## config.mk

```make
export PLATFORM = sky130hd
export DESIGN_NAME = siw_memory_arbiter
export DESIGN_NICKNAME = d
export VERILOG_FILES = /design/src/rtl/siw_memory_arbiter.sv
export SDC_FILE = /design/constraint.sdc
export NUM_CORES = 1
export LEC_CHECK = 0
export CAP_MARGIN = 0
export CORE_MARGIN = 5
export CORE_UTILIZATION = 25
export CTS_CLUSTER_DIAMETER = 50
export DETAILED_ROUTE_END_ITERATION = 16
export GPL_ROUTABILITY_DRIVEN = 0
export PLACE_DENSITY = 0.95
export SETUP_SLACK_MARGIN = 0.2
export SYNTH_ARGS = -nofsm -noshare
export SYNTH_HDL_FRONTEND = slang
export SYNTH_SLANG_ARGS = --single-unit
```

## constraint.sdc

```tcl
create_clock -name siw_memory_arbiter_clk -period 2.9 [get_ports siw_memory_arbiter_clk]
set_clock_uncertainty 0.05 [all_clocks]
set_input_delay 0.29 -clock siw_memory_arbiter_clk [delete_from_list [all_inputs] [get_ports siw_memory_arbiter_clk]]
set_output_delay 0.29 -clock siw_memory_arbiter_clk [all_outputs]
set_load 0.01 [all_outputs]
```

## src/rtl/siw_memory_arbiter.sv

```systemverilog
// Two-requester round-robin arbiter for one port of a siw_memory_bram_* RAM.
// Grants are issued combinationally in IDLE; a delayed write freezes the RAM
// bus in WR_HOLD until the RAM's delayed strobe has fired. Read results are
// tagged through a two-stage pipe matching the RAM's registered read path.
module siw_memory_arbiter #(
    parameter int unsigned AW       = 10,
    parameter int unsigned DW       = 32,
    parameter int unsigned WR_DELAY = 0
) (
    input  logic          siw_memory_arbiter_clk,
    input  logic          siw_memory_arbiter_reset_n,
    input  logic          siw_memory_arbiter_init,
    input  logic          siw_memory_arbiter_req_0,
    input  logic          siw_memory_arbiter_req_1,
    input  logic          siw_memory_arbiter_we_0,
    input  logic          siw_memory_arbiter_we_1,
    input  logic [AW-1:0] siw_memory_arbiter_addr_0,
    input  logic [AW-1:0] siw_memory_arbiter_addr_1,
    input  logic [DW-1:0] siw_memory_arbiter_wdata_0,
    input  logic [DW-1:0] siw_memory_arbiter_wdata_1,
    output logic          siw_memory_arbiter_gnt_0,
    output logic          siw_memory_arbiter_gnt_1,
    output logic          siw_memory_arbiter_rvalid_0,
    output logic          siw_memory_arbiter_rvalid_1,
    output logic [DW-1:0] siw_memory_arbiter_rdata,
    output logic          siw_memory_arbiter_busy,
    output logic          siw_memory_arbiter_mem_enable,
    output logic          siw_memory_arbiter_mem_write_en,
    output logic [AW-1:0] siw_memory_arbiter_mem_address,
    output logic [DW-1:0] siw_memory_arbiter_mem_input_data,
    output logic [1:0]    siw_memory_arbiter_mem_conf,
    output logic          siw_memory_arbiter_mem_init,
    input  logic [DW-1:0] siw_memory_arbiter_mem_output_data
);

    localparam int unsigned CNT_W = 2;
    localparam logic [CNT_W-1:0] DELAY = CNT_W'(WR_DELAY);

    localparam logic [0:0] ST_IDLE    = 1'b0;
    localparam logic [0:0] ST_WR_HOLD = 1'b1;

    logic [0:0]       state_q, state_d;
    logic [CNT_W-1:0] cnt_q, cnt_d;
    logic             last_q, last_d;
    logic [AW-1:0]    hold_addr_q, hold_addr_d;
    logic [DW-1:0]    hold_data_q, hold_data_d;
    logic             tag1_v_q, tag1_v_d;
    logic             tag1_id_q, tag1_id_d;
    logic             rvalid_0_q, rvalid_1_q;

    logic             sel;
    logic             sel_we;
    logic [AW-1:0]    sel_addr;
    logic [DW-1:0]    sel_wdata;
    logic             gnt_0_c, gnt_1_c;
    logic             en_c, we_c;
    logic [AW-1:0]    addr_c;
    logic [DW-1:0]    data_c;

    // Winner select: alternate on conflict, otherwise whoever is requesting.
    always_comb begin
        sel = 1'b0;
        if (siw_memory_arbiter_req_0 && siw_memory_arbiter_req_1) begin
            sel = ~last_q;
        end else begin
            sel = siw_memory_arbiter_req_1;
        end
        sel_we    = sel ? siw_memory_arbiter_we_1    : siw_memory_arbiter_we_0;
        sel_addr  = sel ? siw_memory_arbiter_addr_1  : siw_memory_arbiter_addr_0;
        sel_wdata = sel ? siw_memory_arbiter_wdata_1 : siw_memory_arbiter_wdata_0;
    end

    // Next state, grant and RAM bus drive.
    always_comb begin
        state_d     = state_q;
        cnt_d       = cnt_q;
        last_d      = last_q;
        hold_addr_d = hold_addr_q;
        hold_data_d = hold_data_q;
        tag1_v_d    = 1'b0;
        tag1_id_d   = 1'b0;
        gnt_0_c     = 1'b0;
        gnt_1_c     = 1'b0;
        en_c        = 1'b0;
        we_c        = 1'b0;
        addr_c      = '0;
        data_c      = '0;

        if (siw_memory_arbiter_init) begin
            state_d = ST_IDLE;
            cnt_d   = '0;
            last_d  = 1'b1;
        end else begin
            case (state_q)
                ST_IDLE: begin
                    if (siw_memory_arbiter_req_0 || siw_memory_arbiter_req_1) begin
                        gnt_0_c = ~sel;
                        gnt_1_c = sel;
                        last_d  = sel;
                        en_c    = 1'b1;
                        we_c    = sel_we;
                        addr_c  = sel_addr;
                        if (sel_we) begin
                            data_c = sel_wdata;
                            if (DELAY != '0) begin
                                state_d     = ST_WR_HOLD;
                                cnt_d       = DELAY;
                                hold_addr_d = sel_addr;
                                hold_data_d = sel_wdata;
                            end
                        end else begin
                            tag1_v_d  = 1'b1;
                            tag1_id_d = sel;
                        end
                    end
                end
                ST_WR_HOLD: begin
                    en_c   = 1'b1;
                    addr_c = hold_addr_q;
                    data_c = hold_data_q;
                    cnt_d  = cnt_q - CNT_W'(1);
                    if (cnt_q <= CNT_W'(1)) begin
                        state_d = ST_IDLE;
                    end
                end
                default: begin
                    state_d = ST_IDLE;
                end
            endcase
        end
    end

    // State, pointer, hold registers and read tag pipe.
    always_ff @(posedge siw_memory_arbiter_clk or negedge siw_memory_arbiter_reset_n) begin
        if (!siw_memory_arbiter_reset_n) begin
            state_q     <= ST_IDLE;
            cnt_q       <= '0;
            last_q      <= 1'b1;
            hold_addr_q <= '0;
            hold_data_q <= '0;
            tag1_v_q    <= 1'b0;
            tag1_id_q   <= 1'b0;
            rvalid_0_q  <= 1'b0;
            rvalid_1_q  <= 1'b0;
        end else begin
            state_q     <= state_d;
            cnt_q       <= cnt_d;
            last_q      <= last_d;
            hold_addr_q <= hold_addr_d;
            hold_data_q <= hold_data_d;
            tag1_v_q    <= tag1_v_d;
            tag1_id_q   <= tag1_id_d;
            rvalid_0_q  <= ~siw_memory_arbiter_init & tag1_v_q & ~tag1_id_q;
            rvalid_1_q  <= ~siw_memory_arbiter_init & tag1_v_q & tag1_id_q;
        end
    end

    // Grant and bus outputs are held quiet while reset is asserted.
    always_comb begin
        siw_memory_arbiter_gnt_0          = siw_memory_arbiter_reset_n & gnt_0_c;
        siw_memory_arbiter_gnt_1          = siw_memory_arbiter_reset_n & gnt_1_c;
        siw_memory_arbiter_mem_enable     = siw_memory_arbiter_reset_n & en_c;
        siw_memory_arbiter_mem_write_en   = siw_memory_arbiter_reset_n & we_c;
        siw_memory_arbiter_mem_address    = siw_memory_arbiter_reset_n ? addr_c : '0;
        siw_memory_arbiter_mem_input_data = siw_memory_arbiter_reset_n ? data_c : '0;
    end

    assign siw_memory_arbiter_rvalid_0 = rvalid_0_q;
    assign siw_memory_arbiter_rvalid_1 = rvalid_1_q;
    assign siw_memory_arbiter_rdata    = siw_memory_arbiter_mem_output_data;
    assign siw_memory_arbiter_busy     = (state_q == ST_WR_HOLD);
    assign siw_memory_arbiter_mem_conf = DELAY;
    assign siw_memory_arbiter_mem_init = siw_memory_arbiter_init;

endmodule

```

==> run metrics <==
outcome finished, final reports clean; root buf cell clkbuf_8; register area share after synthesis between 10% and 20%; top-area cell type share of the netlist area a little under a quarter; fin util a little under half; first-pass GRT wire length 9.44 mm; Synth Area in Compound Gates 22.5%; # port buffers 140; endpoints failing setup 0; num ports 207; initial antenna violation count 0; Detail Placement HPWL 4.89 mm; Die W 84.3 um; Vias 1867; number of diodes 0; routed wire length approximately 6.2 mm; core region area 5440 um2; initial core utilization 25.4%; die area 7100 um2; vias in the first global route approximately 1900; clock tree from TritonCTS built; adder-cell area share of the yosys netlist less than 1%; antenna-violating nets left 0; synth top area cells buf_4, nand3_1, dfrtp_1; period utilisation layout 90.6%; Syn Area/Cell 6.83 um2; DRC Markers 0; library cells used by synthesis 30; Simple-Gate Fraction of Synth Area 31.4%; Critical Path AT 2.29 ns; worst path required time 2.56 ns; Synth Area in XOR/XNOR 0.635%; cell type with the largest total area after synthesis buf_4; Leak between 0.9 and 1 nW; proportion of layout cells with a drive suffix above 1 5.70%; remaining global-route overflow 0; Iter 0 DRT Violations 42; maximum vdd ir drop 106 uV; H-tree levels 1; Cells after Synth around 200; pin count of the biggest net entering global routing 35; RSZ-0062 raised after global routing false; yosys warns 0; Rows 27; CTS Buf Count 3; GRT Util Overall approximately 16%; first-pass detailed-route iteration total 4; worst hold slack 0.320 ns; # nets final 423; Slew Viols, Final 0; PwrDens 213 nW/um2; largest family of logic cells by synthesized area simple AND/OR/NAND/NOR gates; Die Ht 84.3 um; worst skew pair latency 0.23 ns; Hold/Removal Path Class input pin to async pin; mux share of post-synthesis cell area 0.726%; Placed Area roughly 2500 um2; postcts setup bufs 0; Synth Register Bits 8; CP max FO 21; clock-pin slew on the worst setup and hold paths 0.04 ns; WL/cell 16.7 um; CP startpoint kind input pin; P&R area growth vs syn 88.2%; Setup TNS Final 0 ns; Max-Cap Viols 0; FF+latch area 201 um2; Crit Path Category input pin to output pin; final hold vios 0; Max Freq 380 MHz; Post-Place Setup Slack 0.297 ns; area of the multi-input gates 782 um2; clock buffer depth 2; post-synthesis cell area 1380 um2; Setup WS post-layout 0.271 ns; CTS Sinks 8; Crit. End Element output pin; Min Clock Period, post-route 2.63 ns; design area between 2000 and 3000 um2; FILL cells roughly 520; routed vias/inst 5.05
-- kinds of logic after synthesis --
logic type | count (synthesis)
AO/OA/AOI/OAI | 48
XOR/XNOR | 1
adder cells (fa/ha/maj) | 1
buffers and inverters | 59
flip-flops | 8
multiplexers | 1
other | 1
AND/OR/NAND/NOR | 83
-- flip-flops by register name, summed over array words and instances, names as in the netlist --
register	flops
siw_memory_arbiter_busy	1
siw_memory_arbiter_rvalid_0	1
tag1_v_q	1
cnt_q	2
tag1_id_q	1
siw_memory_arbiter_rvalid_1	1
last_q	1
-- timing repair --
action / 4_1_cts / 5_1_grt
resized for setup: 0 / 1
endpoints found under the setup margin: 0 / 1
hold buffers: 0 / 0
-- per-stage QoR --
stage               power (mW)  instances
floorplan                0.275        203
global placement         0.407        366
CTS                      0.555        370
detailed placement       0.412        366
finish                   0.552        370
global route             0.585        370
-- layout make-up --
cell class | instances | area share (%)
repair buffers | 149 | 56.8
multi-input cells | 136 | 30.1
flip-flops and latches | 8 | 7.76
well taps | 72 | 3.47
clock buffers | 4 | 1.74
inverters | 1 | 0.145
-- routing by layer --
layer  routed length, um  GRT usage (%)  share of wire, %  up-vias
met5                   0              0                 0        -
met4                 245           8.19               4.0        0
met3                 567           4.02               9.2       28
met2                2930           28.1                47      125
met1                2450           18.0                40      840
li1                    -              -                 -      874
-- worst paths after layout --
check                                                startpoint                               endpoint  slack, ns  cells after the start
worst max-delay path                   siw_memory_arbiter_req_0   siw_memory_arbiter_mem_input_data[4]       0.27                      6
worst min-delay path                 siw_memory_arbiter_reset_n      siw_memory_arbiter_busy$_DFF_PN0_       0.32                      2
worst max register to register               last_q$_DFFE_PN1P_                     tag1_v_q$_DFF_PN0_       1.51                      4
worst min register to register              tag1_id_q$_DFF_PN0_  siw_memory_arbiter_rvalid_0$_DFF_PN0_       0.42                      1
max in group asynchronous            siw_memory_arbiter_reset_n                     last_q$_DFFE_PN1P_       2.26                      2
min in group siw_memory_arbiter_clk         tag1_id_q$_DFF_PN0_  siw_memory_arbiter_rvalid_0$_DFF_PN0_       0.42                      1
-- power breakdown --
| part | internal, mW | total [mW] | switching [mW] | leakage [nW] |
|---|---|---|---|---|
| sequential | 0.116 | 0.119 | 0.00265 | 0.107 |
| clock | 0.0954 | 0.141 | 0.0457 | 0.0228 |
| combinational | 0.179 | 0.292 | 0.113 | 0.792 |
| total | 0.391 | 0.552 | 0.161 | 0.921 |
-- synthesized netlist by cell type --
library cell   n
nor4_2         1
conb_1         1
and3_1         1
dfrtp_1        7
inv_1          1
clkbuf_1       6
nor3_1         1
o2111a_1       1
a21oi_1       34
xnor2_1        1
nor2_1         4
a21bo_2        1
nor3b_1        3
buf_2          7
nand2_1        4
mux2i_1        1
and3b_1        1
nand3_1       64
dfstp_2        1
o211ai_2       1
buf_6          1
buf_1          1
ha_1           1
a21boi_4       1
nor4b_1        1
and2_1         1
a22o_1         9
nand2b_1       2
buf_4         43
a211o_1        1
-- cells in the final DEF, fill, tap and decap left out, types with 2 or more instances in the layout --
cell type,synthesis,final
dfrtp_1,7,7
nor2_1,4,4
a22o_1,9,9
nand3_1,64,64
nand2b_1,2,2
clkdlybuf4s50_1,0,140
nand2_1,4,4
clkbuf_8,0,3
buf_4,43,8
conb_1,1,2
nor3b_1,3,3
a21oi_1,34,34
-- critical path, stage by stage --
cell and delay, ns:
clkdlybuf4s50_1 0.67, a21bo_2 0.20, buf_4 0.23, nand3_1 0.11, a21oi_1 0.20, clkdlybuf4s50_1 0.57
Power figures use the tool's default switching activity.
